$ cat config.mk
export PLATFORM = sky130hd
export DESIGN_NAME = cue_ball_motion
export DESIGN_NICKNAME = d
export VERILOG_FILES = /design/src/rtl/cue_ball_motion.sv
export SDC_FILE = /design/constraint.sdc
export NUM_CORES = 1
export LEC_CHECK = 0
export CAP_MARGIN = 30
export CORE_MARGIN = 4
export CORE_UTILIZATION = 38
export DETAILED_ROUTE_END_ITERATION = 10
export GPL_ROUTABILITY_DRIVEN = 0
export GPL_TIMING_DRIVEN = 0
export PLACE_DENSITY = 0.52
export SYNTH_ARGS = -nofsm -noshare
export SYNTH_HDL_FRONTEND = slang
export SYNTH_SLANG_ARGS = --single-unit
$ cat constraint.sdc
create_clock -name clk -period 7.6 [get_ports clk]
set_input_delay 1.52 -clock clk [delete_from_list [all_inputs] [get_ports clk]]
set_output_delay 1.52 -clock clk [all_outputs]
set_load 0.005 [all_outputs]
$ cat src/rtl/cue_ball_motion.sv
// Cue ball motion: latches a cue hit, steps the ball once per video frame along an
// 8-way direction class, reflects at the cushions and decays speed under friction.
module cue_ball_motion #(
  parameter int TABLE_LEFT      = 64,
  parameter int TABLE_RIGHT     = 960,
  parameter int TABLE_TOP       = 64,
  parameter int TABLE_BOTTOM    = 704,
  parameter int BALL_R          = 8,
  parameter int START_X         = 320,
  parameter int START_Y         = 384,
  parameter int FRICTION_FRAMES = 4
) (
  input  logic               clk,
  input  logic               reset,
  input  logic               frame_tick,
  input  logic               cue_hit,
  input  logic signed [9:0]  pixel_speed,
  input  logic signed [10:0] x_diff,
  input  logic signed [10:0] y_diff,
  output logic signed [10:0] ball_x,
  output logic signed [10:0] ball_y,
  output logic               moving,
  output logic               done
);

  typedef enum logic [1:0] {ST_IDLE, ST_LAUNCH, ST_MOVE} state_t;
  typedef enum logic [1:0] {DIR_X, DIR_Y, DIR_DIAG} dir_t;

  typedef struct packed {
    logic signed [10:0] pos;
    logic               neg;
  } axis_t;

  // Cushion limits expressed on the ball centre.
  localparam logic signed [11:0] X_MIN = 12'(TABLE_LEFT + BALL_R);
  localparam logic signed [11:0] X_MAX = 12'(TABLE_RIGHT - BALL_R);
  localparam logic signed [11:0] Y_MIN = 12'(TABLE_TOP + BALL_R);
  localparam logic signed [11:0] Y_MAX = 12'(TABLE_BOTTOM - BALL_R);
  localparam logic [15:0]        FRIC_MAX = 16'(FRICTION_FRAMES);

  state_t             state_q, state_d;
  dir_t               dir_q, dir_d;
  logic signed [10:0] x_q, x_d, y_q, y_d;
  logic signed [10:0] dx_q, dx_d, dy_q, dy_d;
  logic [9:0]         s_q, s_d;
  logic               sx_neg_q, sx_neg_d, sy_neg_q, sy_neg_d;
  logic [15:0]        fric_q, fric_d;
  logic               moving_q, moving_d, done_q, done_d;

  logic [11:0] adx_s, ady_s, mag_full_s, mag_diag_s, mag_x_s, mag_y_s;
  logic [15:0] fric_inc_s;
  logic        hit_ok_s;
  axis_t       ax_s, ay_s;

  function automatic logic [11:0] abs12(input logic signed [10:0] v);
    logic signed [11:0] w;
    w = {v[10], v};
    return v[10] ? 12'(-w) : 12'(w);
  endfunction

  // Step one axis in 12-bit signed arithmetic; a landing past a cushion clamps and reflects.
  function automatic axis_t move_axis(input logic signed [10:0] pos, input logic [11:0] mag,
                                      input logic neg, input logic signed [11:0] lo,
                                      input logic signed [11:0] hi);
    logic signed [11:0] np;
    axis_t r;
    if (neg) np = $signed({pos[10], pos}) - $signed(mag);
    else     np = $signed({pos[10], pos}) + $signed(mag);
    r.pos = np[10:0];
    r.neg = neg;
    if (np > hi) begin
      r.pos = hi[10:0];
      r.neg = 1'b1;
    end else if (np < lo) begin
      r.pos = lo[10:0];
      r.neg = 1'b0;
    end else begin
      r.neg = neg;
    end
    return r;
  endfunction

  assign adx_s      = abs12(dx_q);
  assign ady_s      = abs12(dy_q);
  assign mag_full_s = {2'b00, s_q};
  assign mag_diag_s = {2'b00, (s_q >> 1) + (s_q >> 2)};
  assign fric_inc_s = fric_q + 16'd1;
  assign hit_ok_s   = cue_hit && (pixel_speed > 10'sd0) &&
                      ((x_diff != 11'sd0) || (y_diff != 11'sd0));

  // Per-axis step magnitude from the latched direction class.
  always_comb begin
    mag_x_s = 12'd0;
    mag_y_s = 12'd0;
    case (dir_q)
      DIR_X:    mag_x_s = mag_full_s;
      DIR_Y:    mag_y_s = mag_full_s;
      DIR_DIAG: begin
        mag_x_s = mag_diag_s;
        mag_y_s = mag_diag_s;
      end
      default: begin
        mag_x_s = 12'd0;
        mag_y_s = 12'd0;
      end
    endcase
  end

  assign ax_s = move_axis(x_q, mag_x_s, sx_neg_q, X_MIN, X_MAX);
  assign ay_s = move_axis(y_q, mag_y_s, sy_neg_q, Y_MIN, Y_MAX);

  // Next-state and output logic.
  always_comb begin
    state_d  = state_q;
    dir_d    = dir_q;
    x_d      = x_q;
    y_d      = y_q;
    dx_d     = dx_q;
    dy_d     = dy_q;
    s_d      = s_q;
    sx_neg_d = sx_neg_q;
    sy_neg_d = sy_neg_q;
    fric_d   = fric_q;
    moving_d = moving_q;
    done_d   = 1'b0;
    case (state_q)
      ST_IDLE: begin
        if (hit_ok_s) begin
          s_d      = pixel_speed[9:0];
          dx_d     = x_diff;
          dy_d     = y_diff;
          fric_d   = 16'd0;
          moving_d = 1'b1;
          state_d  = ST_LAUNCH;
        end else begin
          state_d = ST_IDLE;
        end
      end
      ST_LAUNCH: begin
        sx_neg_d = dx_q[10];
        sy_neg_d = dy_q[10];
        if ({1'b0, adx_s} >= {ady_s, 1'b0}) begin
          dir_d = DIR_X;
        end else if ({1'b0, ady_s} >= {adx_s, 1'b0}) begin
          dir_d = DIR_Y;
        end else begin
          dir_d = DIR_DIAG;
        end
        state_d = ST_MOVE;
      end
      ST_MOVE: begin
        if (frame_tick) begin
          x_d      = ax_s.pos;
          y_d      = ay_s.pos;
          sx_neg_d = ax_s.neg;
          sy_neg_d = ay_s.neg;
          // Friction applies after this tick's movement.
          if (fric_inc_s >= FRIC_MAX) begin
            fric_d = 16'd0;
            s_d    = s_q - 10'd1;
            if (s_q <= 10'd1) begin
              s_d      = 10'd0;
              state_d  = ST_IDLE;
              moving_d = 1'b0;
              done_d   = 1'b1;
            end else begin
              state_d = ST_MOVE;
            end
          end else begin
            fric_d = fric_inc_s;
          end
        end else begin
          state_d = ST_MOVE;
        end
      end
      default: begin
        state_d  = ST_IDLE;
        moving_d = 1'b0;
      end
    endcase
  end

  // State and datapath registers with synchronous reset.
  always_ff @(posedge clk) begin
    if (reset) begin
      state_q  <= ST_IDLE;
      dir_q    <= DIR_X;
      x_q      <= 11'(START_X);
      y_q      <= 11'(START_Y);
      dx_q     <= 11'sd0;
      dy_q     <= 11'sd0;
      s_q      <= 10'd0;
      sx_neg_q <= 1'b0;
      sy_neg_q <= 1'b0;
      fric_q   <= 16'd0;
      moving_q <= 1'b0;
      done_q   <= 1'b0;
    end else begin
      state_q  <= state_d;
      dir_q    <= dir_d;
      x_q      <= x_d;
      y_q      <= y_d;
      dx_q     <= dx_d;
      dy_q     <= dy_d;
      s_q      <= s_d;
      sx_neg_q <= sx_neg_d;
      sy_neg_q <= sy_neg_d;
      fric_q   <= fric_d;
      moving_q <= moving_d;
      done_q   <= done_d;
    end
  end

  assign ball_x = x_q;
  assign ball_y = y_q;
  assign moving = moving_q;
  assign done   = done_q;

endmodule
Word level (Yosys, flattened, before mapping)
Index checks and enable logic that the tools add are counted.
Storage, ports and cells
  flip-flop bits (word level): 78
  bits of input ports: 36
  output and inout bits: 24
  logic and storage cells: 100
Operators by class
  add/subtract/negate cells: 9
  order comparisons: 9
  eq/ne operators: 11
  mux-type cells: 38
  bitwise logic cells: 4
  reduce and logical (&&, ||, !) cells: 17
Operator list (number)
  $mux 12: 6
  $pmux 10 s2: 3
  $mux 16: 3
  $mux 10: 4
  $pmux 16 s2: 1
  $ge 12x13->1: 2
  $add 11x11->12: 2
  $gt 12x11->1 const B: 2
  $lt 12x8->1 const B: 2
  $neg 11->12: 2
  $sub 11x11->12: 2
  $mux 11: 2
  $reduce_bool 11->1: 2
  $add 16x1->16 const B: 1
  $ge 16x3->1 const B: 1
  $add 9x8->10: 1
  $gt 10x1->1 const B: 1
  $le 10x1->1 const B: 1
  $mux 1: 10
  $mux 2: 5
  $sub 10x1->10 const B: 1
  $ne 3x3->1 const B: 3
  $reduce_and 3->1: 3
  $ne 2x2->1 const B: 4
  14 further kinds: 24

Depth between registers and ports, before layout
Gate-level depths: netlist of the first run.
  depth after elaboration: 9
  mapped depth: 21

Worst setup path before layout of the first run
OpenSTA, ideal clock, no wires.
  path type: flip-flop to flip-flop
  start point: register s_q[1]
  end point: register y_q[2], in the netlist ball_y[2]
  arrival: 4.630 ns
  slack: 2.850 ns
  cell stages (with the launch flop): 21
  path buffers: 0
  clock period less this slack: 4.750 ns
  cells stage by stage: dfxtp_1 -> ha_1 -> inv_1 -> fa_1 -> nand2b_1 -> a21oi_1 -> mux2_2 -> a21o_1 -> and3_1 -> a31oi_1 -> nor2_1 -> xor2_1 -> ha_1 -> a21oi_1 -> mux2_2 -> nor4_1 -> a21bo_2 -> a31o_2 -> nor3_1 -> nand3b_1 -> o21ai_1
Between the ends
  longest elaborated chain between the ends: 7
  elaborated cells on any way between the ends: 9
  those cells by class: 3 x add/sub; 2 x order compare; 4 x mux
Ends and longest elaborated chain
  start, declared: RTL line 45  | logic [9:0] s_q, s_d;
  start signal, assigned: RTL line 192  | s_q <= 10'd0;
  start signal, assigned: RTL line 205  | s_q <= s_d;
  $add 9x8->10: RTL line 86  | assign mag_diag_s = {2'b00, (s_q >> 1) + (s_q >> 2)};
  $pmux 10 s2 *: RTL line 95  | case (dir_q)
  $add 11x11->12 / $sub 11x11->12 (equally long branches): RTL line 68, 67
  $mux 12 *: RTL line 67  | if (neg) np = $signed({pos[10], pos}) - $signed(mag);
  $lt 12x8->1: RTL line 74  | end else if (np < lo) begin
  $mux 11: RTL line 74
  $mux 12 *: RTL line 71  | if (np > hi) begin
  end signal, assigned: RTL line 189  | y_q <= 11'(START_Y);
  end signal, assigned: RTL line 202  | y_q <= y_d;
  end, declared: RTL line 43  | logic signed [10:0] x_q, x_d, y_q, y_d;
Every way passes the cells marked *; elsewhere a longest branch is shown, timed or not.
A chain may end at the register's enable or synchronous reset.

Worst setup path after layout of the first run
Ends and elaborated chain as after synthesis.

==> results of run 1 <==
[worst max-delay path: stages, from the launching register on]
cell,delay (ps)
dfxtp_1,460
ha_1,230
inv_1,60
fa_1,410
nand2b_1,190
a211oi_2,290
o21ai_0,190
a31oi_1,620
a31oi_1,210
xor2_1,200
ha_1,380
a21o_1,200
a21oi_1,300
mux2_2,400
nor4_1,680
a2111oi_2,170
nor3_1,360
nand3b_1,240
o21ai_1,180
[per-layer routing]
layer,track usage (%),vias up
met4,5.51,0
met1,28.0,3082
li1,-,3230
met2,32.7,157
met3,2.18,18
met5,0,-
[cell usage in the layout, fill, tap and decap left out, drive strengths merged, types with 26 or more instances in the layout]
cell type / count
inv: 61
a21oi: 48
mux2i: 26
o21ai: 38
nor2: 100
nand2: 65
ha: 75
clkbuf: 29
xnor2: 34
dfxtp: 78
clkdlybuf4s50: 59
[final cells by class]
class	count	area [um2]	share of cell area, %
buffer	28	116	1.46
sequential	78	1560	19.5
tap	225	282	3.52
clock inverter	7	65.1	0.814
antenna	1	2.50	0.0313
timing repair buffer	59	591	7.39
inverter	57	214	2.68
clock buffer	9	225	2.82
multi-input combinational	693	4940	61.8
[flip-flops by register name (all words and copies together) (netlist names)]
name / count
dx_q: 11
dir_q: 2
state_q: 2
ball_y: 11
dy_q: 11
sx_neg_q: 1
s_q: 10
ball_x: 11
fric_q: 16
moving: 1
done: 1
sy_neg_q: 1
[report_power, final]
group | internal (mW) | leakage [nW] | switching (mW)
Sequential | 0.424 | 0.634 | 0.0220
Clock | 0.230 | 0.140 | 0.204
Combinational | 0.251 | 2.52 | 0.347
Total | 0.905 | 3.29 | 0.573
[final timing paths]
check | startpoint | endpoint | slack [ps] | depth (start not counted)
min reg2reg | ball_x[7]$_SDFFE_PP0P_ | ball_x[7]$_SDFFE_PP0P_ | 480 | 2
min | ball_x[7]$_SDFFE_PP0P_ | ball_x[7]$_SDFFE_PP0P_ | 480 | 2
max reg2reg | s_q[1]$_SDFFE_PP0P_ | ball_y[2]$_SDFFE_PP0P_ | 1720 | 18
max | s_q[1]$_SDFFE_PP0P_ | ball_y[2]$_SDFFE_PP0P_ | 1720 | 18
[kinds of logic (layout without fill, tap and decap cells)]
group	count (synthesis)	after routing	synth area share (%)
adders and majority gates	78	78	14.6
and+or+nand+nor	303	303	21.9
DFF	78	78	22.9
other	1	3	0.0550
xor gates and xnor gates	53	53	7.19
muxes	30	30	4.47
buffers and inverters	85	160	4.84
AOI/OAI and AO/OA	227	227	24.0
[through the flow]
step	total power [mW]	util, %
finish	1.48	45.7
global route	1.58	45.7
CTS	1.49	45.7
detailed placement	1.05	44.1
global placement	1.04	44.1
floorplan	0.895	-
[cells in the mapped netlist, types with 17 or more instances]
master,count,share of area (%)
or3_1,18,1.7
a21oi_1,48,3.5
nor2_1,100,5.5
dfxtp_1,78,23
o21a_1,17,1.9
nand2_1,65,3.6
ha_1,75,14
clkbuf_1,20,1.1
a21o_1,22,2.4
inv_1,57,3.1
xnor2_1,33,4.2
xor2_1,18,2.3
mux2i_1,26,3.8
o21ai_0,31,2.3
and3_1,24,2.2
==> reports/metrics.cfg, run 1 <==
[place]
dp.final_hpwl_um=15700
preCtsSetupSlack_ps=1830
dpl_cell_area_um2=7700
numPortBuffers=59
numPlacedInstances=1140

[clock_tree]
cts.root.buffer_cell=clkbuf_16
cts_hold_buf=0
numClockSinks=78
numCtsBuffers=9
tritoncts=yes
number_of_gates_resized_after_cts=0
max-clock-path-buffers=2
path_clk_slew_ps=70
insertion_delay_to_the_later_sink_of_the_worst_skew_pair_ps=350
cts_setup_buffers=0
cts_max_level=3

[sta]
max_slew.worst_pin.slew_ps=782
fin_crit_sh_pct=77.3
setup_total_negative_slack_ps=0
worst_slew_margin_rel_pct=47.9
worst_slack_ps=1720
timing.final.max_slew_violations=0
finalClockSkew_ps=11.2
report.final.hold_viol_count=0
grt_setup_unrepaired=no
min_cycle_time_layout_ps=5880
maxClockFrequency_mhz=170
finalSetupViolCount=0
hold_slack_ps=477

[logic_synthesis]
netlist-cell-type-count=82
netlist_instances=855
post_synth_instance_area_um2=6820
asyncSetResetFlopFracSynth_pct=0
yosys_most_used_dff=dfxtp_1
yosys_register_bits=78
synth.yosys.warnings=0
portion_of_the_post_synthesis_area_used_by_sequential_elements_pct=22.9
avgSynthCellArea_um2=7.98
synth_enable_flop_cells=0

[pwr]
cellLeakagePower_nw=3.29
peak_ir_drop_on_the_vdd_network_mv=0.100
cellPowerDensity_nw_per_um2=185

[floorplan]
num_rows=48
start_util_pct=39.0
floorplan.core_area_um2=17500
io_pins=60
die_area_um2=20200
die_height_um=142
dieWidth_um=142

[setup_path]
cp.arrival_ps=6160
timing.setup.critical_path_class=flip-flop to flip-flop
required_ps=7880
cp_max_fo=6
critical_path.endpoint_type=flip-flop
critPathLaunchType=flip-flop

[route]
vias_per_cell=5.61
drt-initial-drc-count=404
postRouteWirelength_um=19700
detail_route.wl_per_cell_um=17.0
wl_met2_um=9090
antenna_violating_nets_post_route=0
highest_layer=met4
met3_wirelength_um=822
detailedRoute.firstPassIterationCount=5
via_count=6487
remaining_drc_errors=0
m1WireLength_um=9530

[global_route]
grtUsageTotal_pct=20.0
pin_count_of_the_biggest_net_entering_global_routing=17
globalRouteOverflowTotal=0
initial_antenna_violation_count=0
first_global_vias=6366
global_route_wire_length_before_repair_um=32900

[cells_and_area]
drive_above_1_share_pct=5.37
final_design_area_no_fill_um2=7990
areaGrowthSynthToFinish_pct=17.1
nets=1040
fill_cells=1730
instances_no_fill=1157

[outcome]
run_status=finished, final reports clean

[worst_hold_path]
worst_hold_path_type=flip-flop to flip-flop

[flow_run]
timing.max_cap.violations=0

(Power assumes the default switching activity.)
==> run 2, diff against run 1 <==
==> constraint.sdc (replaced) <==
create_clock -name clk -period 5.85 [get_ports clk]
set_input_delay 1.17 -clock clk [delete_from_list [all_inputs] [get_ports clk]]
set_output_delay 1.17 -clock clk [all_outputs]
set_load 0.005 [all_outputs]
==> run 2 against run 1 <==
Highest routed layer unchanged. Wire length barely moved. Cell area rose by 0.52%. Flip-flop and latch count is the same. Worst setup slack worse by 1300 ps. Die area unchanged. Cell count rose by 0.17%. Sequential share of layout area fell by 0.10 points. First-iteration DRC count is the same. Via count is 0.18% higher. Sequential power is 30% higher. Power up 30%.
==> reports/metrics.cfg, run 2 (synthesis results as in run 1) <==
[setup_path]
critical_path.max_stage_delay_ps=470  ; was 680 ps
critical_path.endpoint_type=flip-flop  ; unchanged
timing.critical_path.slowest_stage_cell=dfxtp_1  ; was nor4_1
cp_max_fo=6  ; unchanged
cp.arrival_ps=5710  ; was 6160 ps
critPathLaunchType=flip-flop  ; unchanged
crit_path_cell_trace=ha_1 > inv_1 > fa_1 > nand2b_1 > a21oi_1 > mux2_2 > a21o_1 > and3_1 > a31oi_1 > xor2_1 > ha_1 > o21ai_0 > a21oi_1 > o21ai_1 > a211oi_2 > a21bo_2 > a31o_2 > nor3_1 > nand3b_1 > o21ai_1  ; was ha_1 > inv_1 > fa_1 > nand2b_1 > a211oi_2 > o21ai_0 > a31oi_1 > a31oi_1 > xor2_1 > ha_1 > a21o_1 > a21oi_1 > mux2_2 > nor4_1 > a2111oi_2 > nor3_1 > nand3b_1 > o21ai_1
required_ps=6130  ; was 7880 ps
timing.setup.critical_path_class=flip-flop to flip-flop  ; unchanged

[pwr]
seqPwrFrac_pct=30.2  ; about the same
cellPowerDensity_nw_per_um2=239  ; was 185 nW/um2
p_int_mw=1.18  ; was 905 uW
sw_frac_of_total_pct=38.7  ; was 38.8%
cellLeakagePower_nw=3.31  ; was 3.29 nW
peak_ir_drop_on_the_vdd_network_mv=0.130  ; was 0.100 mV
finalPower_mw=1.92  ; was 1.48 mW
power.switching_uw=743  ; was 573 uW
power.combinational.fraction_pct=40.6  ; was 40.5%
power_frac_clock_pct=29.2  ; was 29.3%

[floorplan]
io_pins=60  ; unchanged
dieWidth_um=142  ; unchanged
start_util_pct=39.0  ; unchanged
die_area_um2=20200  ; unchanged
floorplan.core_area_um2=17500  ; unchanged
num_rows=48  ; unchanged
die_height_um=142  ; unchanged

[cells_and_area]
final_design_area_no_fill_um2=8030  ; was 7990 um2
fill_cells=1726  ; was 1730
largest_register_ffs=16  ; unchanged
final_cell_mix=nor2_1, dfxtp_1, ha_1  ; unchanged
drive_above_1_share_pct=5.89  ; was 5.37%
layout.cells.most_common=nor2_1  ; unchanged
ff_latch_area_um2=1560  ; unchanged
largest-register=fric_q  ; unchanged
multi_input_comb_area_um2=4960  ; was 4940 um2
fin_util_pct=46.0  ; was 45.7%
areaGrowthSynthToFinish_pct=17.7  ; was 17.1%
nets=1042  ; was 1040

[sta]
setup_total_negative_slack_ps=0  ; unchanged
min_cycle_time_layout_ps=5430  ; was 5880 ps
timing.final.max_slew_violations=0  ; unchanged
max_slew.worst_pin.slew_ps=782  ; about the same
worst_slack_ps=418  ; was 1720 ps
fin_crit_sh_pct=92.9  ; was 77.3%
finalClockSkew_ps=10.9  ; was 11.2 ps
report.final.hold_viol_count=0  ; unchanged
worst_slew_margin_rel_pct=47.9  ; about the same
finalSetupViolCount=0  ; unchanged
maxClockFrequency_mhz=184  ; was 170 MHz

[global_route]
initial_antenna_violation_count=0  ; unchanged
globalRouteOverflowTotal=0  ; unchanged
grtUsageTotal_pct=20.0  ; unchanged
global_route_wire_length_before_repair_um=32900  ; unchanged
first_global_vias=6366  ; unchanged
pin_count_of_the_biggest_net_entering_global_routing=17  ; unchanged

[clock_tree]
numCtsBuffers=9  ; unchanged
path_clk_slew_ps=70  ; about the same
insertion_delay_to_the_later_sink_of_the_worst_skew_pair_ps=350  ; about the same
tritoncts=yes  ; unchanged
cts_max_level=3  ; unchanged
max-clock-path-buffers=2  ; unchanged
numClockSinks=78  ; unchanged
cts_hold_buf=0  ; unchanged
cts.root.buffer_cell=clkbuf_16  ; unchanged

[route]
drt-initial-drc-count=404  ; unchanged
antenna_violating_nets_post_route=0  ; unchanged
vias_per_cell=5.61  ; about the same
via_count=6499  ; was 6487
remaining_drc_errors=0  ; unchanged
postRouteWirelength_um=19700  ; about the same
detail_route.wl_per_cell_um=17.0  ; about the same
detailedRoute.firstPassIterationCount=5  ; unchanged

[place]
dp.final_hpwl_um=15700  ; unchanged
dpl_cell_area_um2=7700  ; unchanged
numPortBuffers=59  ; unchanged
preCtsSetupSlack_ps=84.4  ; was 1830 ps

[worst_hold_path]
worst_hold_path_type=flip-flop to flip-flop  ; unchanged

[outcome]
run_status=finished, final reports clean  ; unchanged

[flow_run]
timing.max_cap.violations=0  ; unchanged

==> run 2: layer usage <==
layer / GRT usage [%] / share of wire, %
met5: 0 / 0
met4: 5.51 / 1.3
met3: 2.18 / 4.2
met2: 32.7 / 46
met1: 28.0 / 48
==> run 2: worst paths after layout <==
check,start,end,slack [ps],cells after the start
worst max-delay path,s_q[1]$_SDFFE_PP0P_,ball_y[2]$_SDFFE_PP0P_,420,20
worst max register to register,s_q[1]$_SDFFE_PP0P_,ball_y[2]$_SDFFE_PP0P_,420,20
worst min register to register,ball_x[7]$_SDFFE_PP0P_,ball_x[7]$_SDFFE_PP0P_,480,2
worst min-delay path,ball_x[7]$_SDFFE_PP0P_,ball_x[7]$_SDFFE_PP0P_,480,2
==> run 2: final cells by class <==
| class | instances | area share [%] |
|---|---|---|
| timing repair buffer | 61 | 7.54 |
| antenna | 1 | 0.0311 |
| clock inverter | 7 | 0.810 |
| inverter | 57 | 2.66 |
| sequential | 78 | 19.4 |
| tap | 225 | 3.50 |
| buffer | 28 | 1.45 |
| multi-input combinational | 693 | 61.8 |
| clock buffer | 9 | 2.80 |
==> run 2: repair_timing <==
| item | CTS | global route |
|---|---|---|
| resized for setup | 0 | 6 |
| buffers inserted | 0 | 2 |
| setup endpoints to repair | 0 | 8 |
==> run 2: critical path: cells and delay by family, from the launching register on <==
kind            cells  cell delay (ps)
mux                 1              380
fa+ha+maj           3             1000
simple gates        4             1040
xor+xnor            1              140
flops               1              470
compound gates     10             2300
buf+inv             1               60
==> run 2: metrics by stage <==
| step | hold slack (ps) | std cells |
|---|---|---|
| 2_1_floorplan | 452 | 856 |
| 3_3_place_gp | 457 | 1140 |
| 3_5_place_dp | 468 | 1140 |
| 4_1_cts | 480 | 1156 |
| 5_1_grt | 498 | 1158 |
| 6_report | 477 | 1159 |
==> run 2: power by group through the flow <==
| stage | Clock, mW | Sequential, mW | Combinational (mW) |
|---|---|---|---|
| floorplan | 0 | 0.583 | 0.580 |
| global placement | 0 | 0.591 | 0.757 |
| detailed placement | 0 | 0.592 | 0.766 |
| CTS | 0.579 | 0.580 | 0.772 |
| global route | 0.605 | 0.584 | 0.872 |
| finish | 0.561 | 0.580 | 0.780 |
